===== config.mk =====
export PLATFORM = sky130hd
export DESIGN_NAME = add_arbiter
export DESIGN_NICKNAME = d
export VERILOG_FILES = /design/src/rtl/add_arbiter.sv
export SDC_FILE = /design/constraint.sdc
export NUM_CORES = 1
export LEC_CHECK = 0
export ABC_AREA = 1
export CAP_MARGIN = 20
export CORE_ASPECT_RATIO = 1.75
export CORE_MARGIN = 5
export CORE_UTILIZATION = 30
export CTS_BUF_LIST = sky130_fd_sc_hd__clkbuf_8
export DETAILED_ROUTE_END_ITERATION = 12
export GPL_ROUTABILITY_DRIVEN = 1
export PLACE_DENSITY = 0.9
export RECOVER_POWER = 25
export SLEW_MARGIN = 10
export SYNTH_ARGS = -nofsm -noshare
export SYNTH_HDL_FRONTEND = slang
export SYNTH_SLANG_ARGS = --single-unit

===== constraint.sdc =====
create_clock -name clk -period 1.2 [get_ports clk]
set_input_delay 0.24 -clock clk [delete_from_list [all_inputs] [get_ports clk]]
set_output_delay 0.24 -clock clk [all_outputs]
set_load 0.1 [all_outputs]

===== src/rtl/add_arbiter.sv =====
// Two-requester round-robin front end for a shared pipelined adder, with tagged response routing.
// Optional per-requester issue counters are built when ADD_ARBITER_STATS_EN is defined.
module add_arbiter #(
    parameter int unsigned WIDTH   = 15,
    parameter int unsigned LATENCY = 2
) (
    input  logic             clk,
    input  logic             rst_n,
    input  logic             en,
    input  logic             req_valid0,
    input  logic             req_valid1,
    output logic             req_ready0,
    output logic             req_ready1,
    input  logic [WIDTH-1:0] req_x0,
    input  logic [WIDTH-1:0] req_y0,
    input  logic [WIDTH-1:0] req_x1,
    input  logic [WIDTH-1:0] req_y1,
    output logic [WIDTH-1:0] add_x,
    output logic [WIDTH-1:0] add_y,
    input  logic [WIDTH-1:0] add_sum,
    output logic             resp_valid0,
    output logic             resp_valid1,
    output logic [WIDTH-1:0] resp_sum,
    output logic [15:0]      cnt0,
    output logic [15:0]      cnt1
);

    localparam int unsigned CNT_W = 16;

    logic               gnt0_c;
    logic               gnt1_c;
    logic               xfer_c;
    logic               ptr_q,   ptr_d;
    logic [LATENCY-1:0] tag_v_q, tag_v_d;
    logic [LATENCY-1:0] tag_id_q, tag_id_d;
    logic               resp_valid0_q, resp_valid0_d;
    logic               resp_valid1_q, resp_valid1_d;
    logic [WIDTH-1:0]   resp_sum_q,    resp_sum_d;

    // Grant, operand mux, pointer update and tag pipeline advance
    always_comb begin
        gnt0_c = en & req_valid0 & (~req_valid1 | ~ptr_q);
        gnt1_c = en & req_valid1 & (~req_valid0 |  ptr_q);
        xfer_c = gnt0_c | gnt1_c;

        add_x = '0;
        add_y = '0;
        if (gnt0_c) begin
            add_x = req_x0;
            add_y = req_y0;
        end else if (gnt1_c) begin
            add_x = req_x1;
            add_y = req_y1;
        end

        ptr_d = ptr_q;
        if (gnt0_c) begin
            ptr_d = 1'b1;
        end else if (gnt1_c) begin
            ptr_d = 1'b0;
        end

        // Stage 0 takes this cycle's transfer; the oldest stage falls off the top
        tag_v_d  = LATENCY'({tag_v_q,  xfer_c});
        tag_id_d = LATENCY'({tag_id_q, gnt1_c});

        resp_valid0_d = tag_v_q[LATENCY-1] & ~tag_id_q[LATENCY-1];
        resp_valid1_d = tag_v_q[LATENCY-1] &  tag_id_q[LATENCY-1];
        resp_sum_d    = tag_v_q[LATENCY-1] ? add_sum : resp_sum_q;
    end

    always_ff @(posedge clk or negedge rst_n) begin
        if (!rst_n) begin
            ptr_q         <= 1'b0;
            tag_v_q       <= '0;
            tag_id_q      <= '0;
            resp_valid0_q <= 1'b0;
            resp_valid1_q <= 1'b0;
            resp_sum_q    <= '0;
        end else begin
            ptr_q         <= ptr_d;
            tag_v_q       <= tag_v_d;
            tag_id_q      <= tag_id_d;
            resp_valid0_q <= resp_valid0_d;
            resp_valid1_q <= resp_valid1_d;
            resp_sum_q    <= resp_sum_d;
        end
    end

    assign req_ready0  = gnt0_c;
    assign req_ready1  = gnt1_c;
    assign resp_valid0 = resp_valid0_q;
    assign resp_valid1 = resp_valid1_q;
    assign resp_sum    = resp_sum_q;

`ifdef ADD_ARBITER_STATS_EN
    logic [CNT_W-1:0] cnt0_q, cnt0_d;
    logic [CNT_W-1:0] cnt1_q, cnt1_d;

    // Saturating issue counters
    always_comb begin
        cnt0_d = cnt0_q;
        cnt1_d = cnt1_q;
        if (gnt0_c && (cnt0_q != {CNT_W{1'b1}})) begin
            cnt0_d = cnt0_q + CNT_W'(1);
        end
        if (gnt1_c && (cnt1_q != {CNT_W{1'b1}})) begin
            cnt1_d = cnt1_q + CNT_W'(1);
        end
    end

    always_ff @(posedge clk or negedge rst_n) begin
        if (!rst_n) begin
            cnt0_q <= '0;
            cnt1_q <= '0;
        end else begin
            cnt0_q <= cnt0_d;
            cnt1_q <= cnt1_d;
        end
    end

    assign cnt0 = cnt0_q;
    assign cnt1 = cnt1_q;
`else
    assign cnt0 = CNT_W'(0);
    assign cnt1 = CNT_W'(0);
`endif

endmodule


==> metrics.txt <==
Int Power=0.00234 W; fraction of power consumed by sequential logic=19.2%; buffers from clock root to sink, at most=2; hold crit path type=reg -> reg; outcome=complete, but fails checks; wire length of the first global-routing pass=11.9 mm; total wirelength of the detailed-routed design=8.73 mm; number of stages on the worst hold path=0; element type at the critical path start=register; WP buf/inv=2; average footprint of a synthesized cell=6.94 sq um; share of final-layout standard cells stronger than drive strength 1=44.5%; net switching share of the total power=50.9%; Design Area, Final=0.00411 sq mm; cell area reported after detailed placement=0.00363 sq mm; start-to-end type of the worst setup path=reg -> out; number of vias after detailed routing=2,091; weighted congestion reported at the end of routability-driven placement=0.786; count of buffers inserted at the top-level ports=128; detailed-routing iteration count for the pre-antenna-repair pass=4; library cell used as clock root buffer=clkbuf_8; cell-by-cell trace of the critical path=nand2_4, buf_12, nand3_1, nand2_4, buf_12; reg-to-reg startpoint=ptr_q; CTS H-Tree Depth=1; setup ws final=-0.508 ns; DP HPWL=5.55 mm; Final min period=1.71 ns; Clk pwr share=14.1%; area overhead of the layout relative to synthesis=167%; antenna violations before repair=1; Chip Width=64.2 um; routed wire length per instance=20.7 um; cell area after synthesis=0.00154 sq mm; sum of overflow across all layers after global routing=0; synthesized instance count=222; total number of cells along the worst setup path=5; worst hold margin=0.353 ns; maximum number of pins on one net before global-route repair=23; proportion of netlist area held by the largest area contributor=35.7%; register bit count reported by yosys=22; violations in the final reports=setup timing; max incr delay on CP=0.45 ns; RSZ-0062 raised after global routing=true; most common cell after layout, fill and taps aside=clkdlybuf4s50_1; Req. time, crit path=0.96 ns; setup slack of the most critical reg-to-reg path=0.03 ns; leading cell types in the layout, fill and taps excluded=clkdlybuf4s50_1 (75), buf_12 (53), nand2_1 (47), nand3_2 (33), conb_1 (32); clock-pin slew on the worst setup and hold paths=0.08 ns; chip height=105 um; number of global-route vias before repair=2,327; detailed-route DRC error count=0; worst-skew pair later-pin latency=0.26 ns; count of maximum capacitance violations=0; worst setup skew after layout=0.00636 ns; cell type contributing the most total cell area after synthesis=dfrtp_1; core region area=0.00498 sq mm; standard cell with the maximum stage delay on the critical path=dfrtp_2; peak ir drop on the vdd network=1.33 mV; number of nets with antenna violations after detailed routing=0; sequential area share after synthesis=35.7%; site row count=34; number of DRC violations after detailed-routing iteration 0=72; arrival time of the worst setup path=1.47 ns; Yosys warning count=0; die area=0.00672 sq mm; worst reg2reg endpoint=ptr_q; highest achievable clock rate=585 MHz; Cell variety after synth=11; share of the clock period used by the worst path after layout=142%; post-detailed-route via-to-cell ratio=4.97; kind of end point of the critical path=output pin; CP startpoint=ptr_q; CTS tree=yes; Num Clock Sinks=22; PwrDens=1150 mW/mm^2; final layout net count=447; end point of the most critical hold path=tag_id_q[1]; leakage power=1.85 nW; power share of the combinational group=66.6%; critical path peak fanout=11; hold-fix buffers at CTS=0; GR Util All Layers=22.7%; Max Transition Viols Final=0; relative slew slack=65.5%; Final setup violation count=32; ranking of synthesized cells by area=dfrtp_1 (36%), nand2_1 (20%), nand3_1 (20%); Slew @ Worst Pin=0.517 ns; initial cell density of the core=30.9%; launch instance of the worst min-delay path=tag_id_q[0]; Hold Fails Final Rpt=0; Top Ports=161; net switching power of the design=0.00242 W; cell family with the largest share of critical-path delay=flip-flops; Register-to-Register Path Depth=6; number of buffers added by the clock tree synthesis step=3
synthesized netlist by cell type (all sizes together):
cell type	count
nand2	83
dfrtp	22
nand3	61
conb	1
inv	6
nor2	1
buf	47
a21oi	1
worst max-delay path by stage:
| stage | end | slack, ns |
|---|---|---|
| 2_1_floorplan | add_x[0] | -0.08 |
| 5_1_grt | add_x[4] | -0.54 |
| 4_1_cts | add_x[14] | -0.45 |
| 6_report | add_x[4] | -0.51 |
| 3_5_place_dp | add_x[0] | -0.59 |
| 3_3_place_gp | add_x[10] | -0.54 |
layout make-up:
type                    instances  area, sq um
clock inverters                 1         30.0
diodes                          1         2.50
multi-input cells             178         1250
fillers                       260          863
flip-flops and latches         22          552
well taps                      54         67.6
clock buffers                   3         41.3
repair buffers                156         2140
inverters                       6         31.3
kinds of logic (layout without fill, tap and decap cells):
| kind of cell | after synthesis | count (layout) | synth area share [%] |
|---|---|---|---|
| and+or+nand+nor | 145 | 145 | 40.5 |
| buffers and inverters | 53 | 166 | 23.2 |
| DFF | 22 | 22 | 35.7 |
| other | 1 | 33 | 0.243 |
| AOI/OAI and AO/OA | 1 | 1 | 0.325 |
per-layer routing:
metal	GRT usage, %	part of all wire, %
met5	0	0
met4	13.7	5.9
met3	6.55	7.5
met2	43.7	56
met1	19.3	31
power by group through the flow:
stage	Sequential, W	Clock [W]	Combinational (W)
final	0.000913	0.000672	0.00317
after detailed placement	0.000924	0	0.00295
after global routing	0.000922	0.000711	0.00324
after CTS	0.000910	0.000687	0.00307
after floorplan	0.00138	0	0.00147
after global placement	0.000918	0	0.00291
stage by stage:
stage / std cells / util [%] / TNS, ns / total power, W / worst slack [ns]
after floorplan: 253 / - / -2.23 / 0.00285 / -0.0793
after global placement: 405 / 73.0 / -16.40 / 0.00383 / -0.537
after detailed placement: 405 / 73.0 / -17.93 / 0.00388 / -0.591
after CTS: 418 / 79.7 / -13.43 / 0.00466 / -0.449
after global routing: 421 / 82.7 / -15.50 / 0.00487 / -0.541
final: 421 / 82.7 / -14.34 / 0.00475 / -0.508
repair_timing:
action / 4_1_cts / 5_1_grt
pin swaps: 3 / 4
resized for setup: 38 / 22
buffers inserted: 6 / 0
cloned: 4 / 2
setup endpoints to repair: 33 / 33
state kept, by name (all words and copies together) (netlist names):
register     count
resp_valid1      1
tag_v_q          2
resp_valid0      1
resp_sum        15
ptr_q            1
tag_id_q         2
(Power assumes the default switching activity.)
